File: src/rtl/pipeline_ctrl_pkg.sv
// Shared cause codes, FSM state type and default redirect vectors for the
// pipeline controller and its helpers.
package pipeline_ctrl_pkg;

   localparam logic [31:0] CAUSE_NONE = 32'h0000_0000;
   localparam logic [31:0] CAUSE_INT  = 32'h0000_0001;
   localparam logic [31:0] CAUSE_SYS  = 32'h0000_0008;
   localparam logic [31:0] CAUSE_BRK  = 32'h0000_0009;
   localparam logic [31:0] CAUSE_RI   = 32'h0000_000a;
   localparam logic [31:0] CAUSE_OV   = 32'h0000_000c;
   localparam logic [31:0] CAUSE_TR   = 32'h0000_000d;
   localparam logic [31:0] CAUSE_ERET = 32'h0000_000e;

   localparam logic [31:0] DEF_INT_VEC = 32'h0000_0020;
   localparam logic [31:0] DEF_EXC_VEC = 32'h0040_0004;

   typedef enum logic {
      IDLE  = 1'b0,
      FLUSH = 1'b1
   } state_e;

   typedef enum logic [1:0] {
      SEL_INT,
      SEL_EPC,
      SEL_EXC
   } target_sel_e;

   // Unknown nonzero causes share the general exception vector.
   function automatic target_sel_e cause_sel(input logic [31:0] cause);
      case (cause)
         CAUSE_INT:  cause_sel = SEL_INT;
         CAUSE_ERET: cause_sel = SEL_EPC;
         CAUSE_SYS, CAUSE_BRK, CAUSE_RI, CAUSE_OV, CAUSE_TR:
                     cause_sel = SEL_EXC;
         default:    cause_sel = SEL_EXC;
      endcase
   endfunction

endpackage

File: src/rtl/pipeline_ctrl_stall_watchdog.sv
// Counts consecutive stalled cycles (saturating) and raises a sticky flag
// once the count reaches LIMIT.
module stall_watchdog
#(
   parameter int LIMIT = 1024
) (
   input  logic clk,
   input  logic rst,
   input  logic stall_active_i,
   output logic timeout_o
);

   localparam int             CW      = $clog2(LIMIT + 1);
   localparam logic [CW-1:0]  LIMIT_C = CW'(LIMIT);

   logic [CW-1:0] cnt_reg, cnt_next;
   logic          flag_reg, flag_next;

   always_comb begin
      cnt_next = '0;
      if (stall_active_i) begin
         cnt_next = (cnt_reg == LIMIT_C) ? cnt_reg : cnt_reg + CW'(1);
      end
      flag_next = flag_reg | (cnt_next == LIMIT_C);
   end

   always_ff @(posedge clk or negedge rst) begin
      if (!rst) begin
         cnt_reg  <= '0;
         flag_reg <= 1'b0;
      end else begin
         cnt_reg  <= cnt_next;
         flag_reg <= flag_next;
      end
   end

   assign timeout_o = flag_reg;

endmodule

File: src/rtl/pipeline_ctrl.sv
// Pipeline hazard/exception controller: per-stage stall generation, exception
// flush with PC redirect, and a consecutive-stall watchdog.
module pipeline_ctrl
   import pipeline_ctrl_pkg::*;
#(
   parameter int          STAGES       = 6,
   parameter int          NSRC         = 2,
   parameter int          WIDTH        = 32,
   parameter int          FLUSH_CYCLES = 1,
   parameter logic [31:0] INT_VEC      = DEF_INT_VEC,
   parameter logic [31:0] EXC_VEC      = DEF_EXC_VEC,
   parameter int          WDOG_LIMIT   = 1024
) (
   input  logic              clk,
   input  logic              rst,
   input  logic [NSRC-1:0]   stallreq_i,
   input  logic [31:0]       excepttype_i,
   input  logic [WIDTH-1:0]  cp0_epc_i,
   output logic [STAGES-1:0] stall_o,
   output logic              flush_o,
   output logic [WIDTH-1:0]  new_pc_o,
   output logic              redirect_o,
   output logic              busy_o,
   output logic              stall_timeout_o
);

   localparam logic [3:0] FLUSH_LOAD = 4'(FLUSH_CYCLES - 1);

   state_e            state_reg, state_next;
   logic [3:0]        cnt_reg, cnt_next;
   logic [WIDTH-1:0]  pc_reg, pc_next;
   logic [WIDTH-1:0]  target;
   logic [STAGES-1:0] stall_req_mask;
   logic              exc_pending;
   logic              stall_active;

   assign exc_pending = (excepttype_i != CAUSE_NONE);

   always_comb begin
      case (cause_sel(excepttype_i))
         SEL_INT: target = WIDTH'(INT_VEC);
         SEL_EPC: target = cp0_epc_i;
         default: target = WIDTH'(EXC_VEC);
      endcase
   end

   // Stage gi holds when any source k with k+2 >= gi requests a stall, so the
   // highest requesting source decides how deep the hold reaches.
   genvar gi;
   generate
      for (gi = 0; gi < STAGES; gi++) begin : g_stall_bit
         localparam int LO = (gi > 2) ? gi - 2 : 0;
         if (LO < NSRC) begin : g_reach
            assign stall_req_mask[gi] = |stallreq_i[NSRC-1:LO];
         end else begin : g_none
            assign stall_req_mask[gi] = 1'b0;
         end
      end
   endgenerate

   always_ff @(posedge clk or negedge rst) begin
      if (!rst) begin
         state_reg <= IDLE;
         cnt_reg   <= '0;
         pc_reg    <= '0;
      end else begin
         state_reg <= state_next;
         cnt_reg   <= cnt_next;
         pc_reg    <= pc_next;
      end
   end

   always_comb begin
      state_next = state_reg;
      cnt_next   = cnt_reg;
      pc_next    = pc_reg;
      case (state_reg)
         IDLE: begin
            pc_next = '0;
            if (exc_pending) begin
               state_next = FLUSH;
               cnt_next   = FLUSH_LOAD;
               pc_next    = target;
            end
         end
         FLUSH: begin
            if (cnt_reg == 4'd0) begin
               state_next = IDLE;
               pc_next    = '0;
            end else begin
               cnt_next = cnt_reg - 4'd1;
            end
         end
         default: state_next = IDLE;
      endcase
   end

   // The counter is freshly loaded in the first flush cycle, which marks
   // the single redirect pulse.
   always_comb begin
      flush_o    = 1'b0;
      busy_o     = 1'b0;
      redirect_o = 1'b0;
      stall_o    = '0;
      if (state_reg == FLUSH) begin
         flush_o    = 1'b1;
         busy_o     = 1'b1;
         redirect_o = (cnt_reg == FLUSH_LOAD);
      end else if (rst && !exc_pending) begin
         stall_o = stall_req_mask;
      end
   end

   assign new_pc_o     = pc_reg;
   assign stall_active = |stall_o;

   stall_watchdog #(
      .LIMIT (WDOG_LIMIT)
   ) u_wdog (
      .clk            (clk),
      .rst            (rst),
      .stall_active_i (stall_active),
      .timeout_o      (stall_timeout_o)
   );

endmodule

File: config.mk
export PLATFORM = sky130hd
export DESIGN_NAME = pipeline_ctrl
export DESIGN_NICKNAME = d
export VERILOG_FILES = /design/src/rtl/pipeline_ctrl_pkg.sv /design/src/rtl/pipeline_ctrl_stall_watchdog.sv /design/src/rtl/pipeline_ctrl.sv
export SDC_FILE = /design/constraint.sdc
export NUM_CORES = 1
export LEC_CHECK = 0
export ABC_AREA = 1
export BUFFER_PORTS_ARGS = -buffer_cell sky130_fd_sc_hd__buf_2
export CAP_MARGIN = 20
export CORE_MARGIN = 2
export CORE_UTILIZATION = 31
export DETAILED_ROUTE_END_ITERATION = 8
export PLACE_DENSITY_LB_ADDON = 0.25
export SLEW_MARGIN = 20
export SYNTH_ARGS = -nofsm -noshare
export SYNTH_HDL_FRONTEND = slang
export SYNTH_HIERARCHICAL = 1
export SYNTH_SLANG_ARGS = --single-unit
export TNS_END_PERCENT = 20
File: constraint.sdc
create_clock -name clk -period 1.5 [get_ports clk]
set_input_delay 0.3 -clock clk [delete_from_list [all_inputs] [get_ports clk]]
set_output_delay 0.3 -clock clk [all_outputs]
set_load 0.01 [all_outputs]
# Word-level counts from Yosys, hierarchy flattened
# Cells that the tools add are included.
# classes
addsub	2
eq_ne	8
n_mux	17
bitwise	2
reduce_logical	8
# op_table
cell	n
$pmux 32 s2	2
$mux 32	2
$eq 32x1->1 const B	1
$eq 32x4->1 const B	1
$reduce_bool 32->1	1
$eq 11x11->1 const B	2
$mux 11	2
$mux 4	4
$add 11x1->11 const B	1
$pmux 4 s2	1
$reduce_or 6->1	1
$logic_not 4->1	1
$mux 1	4
$ne 2x2->1 const B	2
$pmux 2 s2	1
$sub 4x1->4 const B	1
$eq 2x1->1 const B	1
$logic_not 2->1	1
$ne 2x1->1 const B	1
$pmux 1 s2	1
$reduce_and 2->1	1
$reduce_or 2->1	1
$logic_and 1x1->1	1
$logic_not 1->1	1
other kinds (2)	2
# word_totals
register_bits	49
input_bits	68
wordCells	42

# Longest topological paths before layout
# logic_depth
word_depth	9
ltp_mapped	13
depth_no_buf	12

# By module
# The synthesis kept the hierarchy.
# by_module_without_submodules
module	instances	cells_each	area_each_um2	seq_area_each_um2
pipeline_ctrl	1	231	1788.0	925.9
stall_watchdog	1	112	780.7	300.3

# Worst setup path after synthesis
# Ideal clock, no wire load.
# synth_timing
path_type	input port to output port
from	input excepttype_i[15]
to	output stall_o[1]
t_arrival_ns	1.386
required_ns	1.200
path_slack_ns	-0.186
cell_stages	8
cell_sequence	nor2_1 -> nand2_1 -> nor2_2 -> nand2_1 -> nor2_1 -> nand3_1 -> a21oi_1 -> buf_4
# synth_via
elab_chain_len	5
# synth_rtl
item	line_no	rtl
start: declaration	pipeline_ctrl.sv:17	input logic [31:0] excepttype_i,
$reduce_bool 32->1	pipeline_ctrl.sv:37	assign exc_pending = (excepttype_i != CAUSE_NONE);
$logic_not 1->1	pipeline_ctrl.sv:109	end else if (rst && !exc_pending) begin
$logic_and 1x1->1	pipeline_ctrl.sv:109	
$mux 4	pipeline_ctrl.sv:109	
$mux 4	pipeline_ctrl.sv:105	if (state_reg == FLUSH) begin
end: declaration	pipeline_ctrl.sv:19	output logic [STAGES-1:0] stall_o,
# No other way between the ends.

# Worst setup path after layout
# layout_timing
from	input excepttype_i[24]
to	output stall_o[1]
# The elaborated chain is that of the path after synthesis.

==> reports/results.tsv <==
stage	metric	value	unit
run_status	status	finished, violations left	
run_status	failing checks	setup timing	
final_layout	share of layout cells above drive strength 1	46.5	%
grt	Global Route Usage Sum	15.8	%
place	DP Wirelength	4.75	mm
yosys	register area share after synthesis	47.7	%
final_layout	fin cells	602	
yosys	top cells by area, synth	dfrtp_1, nand2_1, nand3_1	
yosys	Syn Area/Cell	7.49	um2
timing	Final Max Slew Viols	0	
yosys	post-synthesis compound-gate area fraction	1.07	%
routing	Avg WL per Cell	12.3	um
routing	Via Count	2696	
yosys	Post-synth EDFFs	0	
timing	Period Utilization, post-route	115	%
grt	antenna violations before repair	0	
pwr	Leak	2.30	nW
cts	CTS tree	yes	
worst_setup_path	RR Startpoint	u_wdog/cnt_reg[0]$_DFF_PN0_	
floorplan	die height	95.0	um
grt	largest net degree at the start of global routing	50	
final_layout	Area growth, synth to finish	59.7	%
yosys	Synth Area in Simple Gates	39.9	%
yosys	XOR/XNOR Fraction of Synth Area	1.02	%
yosys	adder-cell area share of the yosys netlist	1.46	%
cts	Post-CTS Hold Fix Bufs	0	
pwr	Peak VDD IR	0.485	mV
yosys	Post-Synthesis Cell Area	2570	um2
yosys	synthesis-stage register bit count	49	
timing	Worst Clk Skew	11.7	ps
timing	Rel. slew slack	59.2	%
yosys	Primary FF master, synth	dfrtp_1	
run	MaxCap Viol Count	0	
grt	first-pass GRT wire length	11.3	mm
cts	CTS max path bufs	2	
timing	Worst Tran Pin Value	611	ps
yosys	Yosys warnings	6	
final_layout	Layout Nets	567	
cts	clock-pin slew on the worst setup and hold paths	100	ps
final_layout	Final Util	50.4	%
floorplan	starting density of the core	31.6	%
cts	# clock sinks	49	
worst_setup_path	Critical Path AT	1420	ps
timing	Setup violations, final	16	
cts	clk root buf	clkbuf_8	
pwr	Overall Power	2.46	mW
yosys	synth unique cells	24	
routing	DRC errors left	0	
pwr	total power per unit cell area	601	nW/um2
yosys	Yosys top cell by area	dfrtp_1	
worst_setup_path	worst-path fanout max	3	
routing	final WL	7.43	mm
yosys	mux contribution to synthesized area	0	%
place	GPL Wtd Cong	0.826	
timing	post-route setup slack	-220	ps
yosys	Synth async-reset ratio	100	%
place	cell count after placement	568	
yosys	top cell type's share of synthesized area	47.7	%
final_layout	max reg flops	32	
floorplan	IO Pins	110	
timing	post-layout min period	1720	ps
worst_setup_path	Critical Path End Type	output pin	
routing	router iterations before antenna repair	4	
yosys	main combinational cell family by area after synthesis	simple AND/OR/NAND/NOR gates	
cts	clk_lat worst skew	310	ps
yosys	Gate Count Post-Synth	343	
place	DP Worst Slack	-346	ps
cts	H-Tree Depth	2	
worst_setup_path	Startpoint Class	input pin	
timing	final hold violation count	0	
timing	RSZ-0062 raised after global routing	true	
place	I/O Buffers	107	
min_path	HP Class	input pin to async pin	
timing	Max Fclk	581	MHz
worst_setup_path	Worst Setup Path Type	input pin to output pin	
floorplan	Site Rows	33	
grt	vias in the first global route	2553	
routing	vias per std cell	4.48	
floorplan	CORE AREA	8130	um2
worst_setup_path	crit path from	excepttype_i[24]	
floorplan	Die X-Extent	95.0	um
routing	Final ANT Viol Nets	0	
grt	total congestion overflow	0	
final_layout	diode count	0	
worst_setup_path	CP required	1200	ps
worst_setup_path	reg-to-reg setup timing slack	-90	ps
routing	drt initial violations	81	
cts	TritonCTS buffer count	5	
timing	WHS	144	ps
floorplan	die area	9030	um2
final_layout	# fillers	775	
-- placed cells by master (no fill, tap or decap), types with 4 or more instances in the layout --
master and count:
buf_2 90, nand2_2 14, nand3_2 9, inv_1 30, nand4_1 4, nor2_2 18
buf_4 40, nor2_4 8, clkbuf_8 5, nand3_1 40, nor2_1 21, nand2_1 108
nand3_4 5, dfrtp_1 49, buf_6 23
-- cell type report --
type	count	area (um2)	share of cell area, %
clock buffer	5	68.8	1.68
clock inverter	3	46.3	1.13
inverter	33	124	3.02
multi-input combinational	247	1360	33.2
sequential	49	1230	29.9
tap	105	131	3.20
timing repair buffer	160	1140	27.9
-- worst max-delay path: stages --
cell     delay, ps
buf_6           90
nor2_2          80
nand2_1         70
nor2_2         160
nand2_2         90
nor2_4         130
nand3_2         90
buf_6          130
a21oi_4        160
buf_6          130
-- final timing paths --
path,end,depth (start not counted)
hold reg to reg,new_pc_o[0]$_DFFE_PN0P_,2
hold / removal,new_pc_o[5]$_DFFE_PN0P_,2
min in group clk,new_pc_o[26]$_DFFE_PN0P_,3
max in group asynchronous,u_wdog/cnt_reg[1]$_DFF_PN0_,2
setup / recovery,stall_o[1],10
setup reg to reg,u_wdog/timeout_o$_DFF_PN0_,11
-- where the power goes --
part / leakage, nW / switching (mW) / total (mW) / internal, mW
Sequential: 0.666 / 0.00000000100 / 1.32 / 1.32
Combinational: 1.58 / 0.0869 / 0.194 / 0.107
Clock: 0.0543 / 0.450 / 0.949 / 0.499
-- cell usage after synthesis, types with 4 or more instances --
cell and n:
nor2_2 9, buf_4 8, nand2_1 118, nand3_1 53, nand4_1 4, buf_2 4, nand2_2 5, nor2_1 36
inv_1 32, dfrtp_1 49
-- cell families (layout without fill, tap and decap cells) --
| family | Yosys count | after routing |
|---|---|---|
| other | 1 | 2 |
| DFF | 49 | 49 |
| adders and majority gates | 3 | 3 |
| buffers and inverters | 48 | 201 |
| AOI/OAI and AO/OA | 5 | 5 |
| and+or+nand+nor | 234 | 234 |
| xor gates and xnor gates | 3 | 3 |
-- metrics by stage --
stage	area, um2	TNS, ps
floorplan	2580	-357
global placement	3360	-2400
detailed placement	3360	-3250
CTS	3740	-4940
global route	4100	-3740
finish	4100	-2070
-- metal layers --
| metal | wire [um] | track usage [%] | up-vias | share of wire, % |
|---|---|---|---|---|
| met2 | 3800 | 27.0 | 72 | 51 |
| met4 | 58 | 3.50 | 0 | 0.78 |
| met5 | 0 | 0 | - | 0 |
| met1 | 3070 | 19.2 | 1255 | 41 |
| li1 | - | - | 1363 | - |
| met3 | 498 | 5.69 | 6 | 6.7 |
-- timing repair --
item	in CTS	in global routing
endpoints found under the setup margin	7	54
pin swaps	16	31
endpoints found under the hold margin	0	0
gates cloned	0	5
gates resized for setup	19	70
buffers inserted	23	5
No activity file was read; power rests on OpenSTA's default activity.
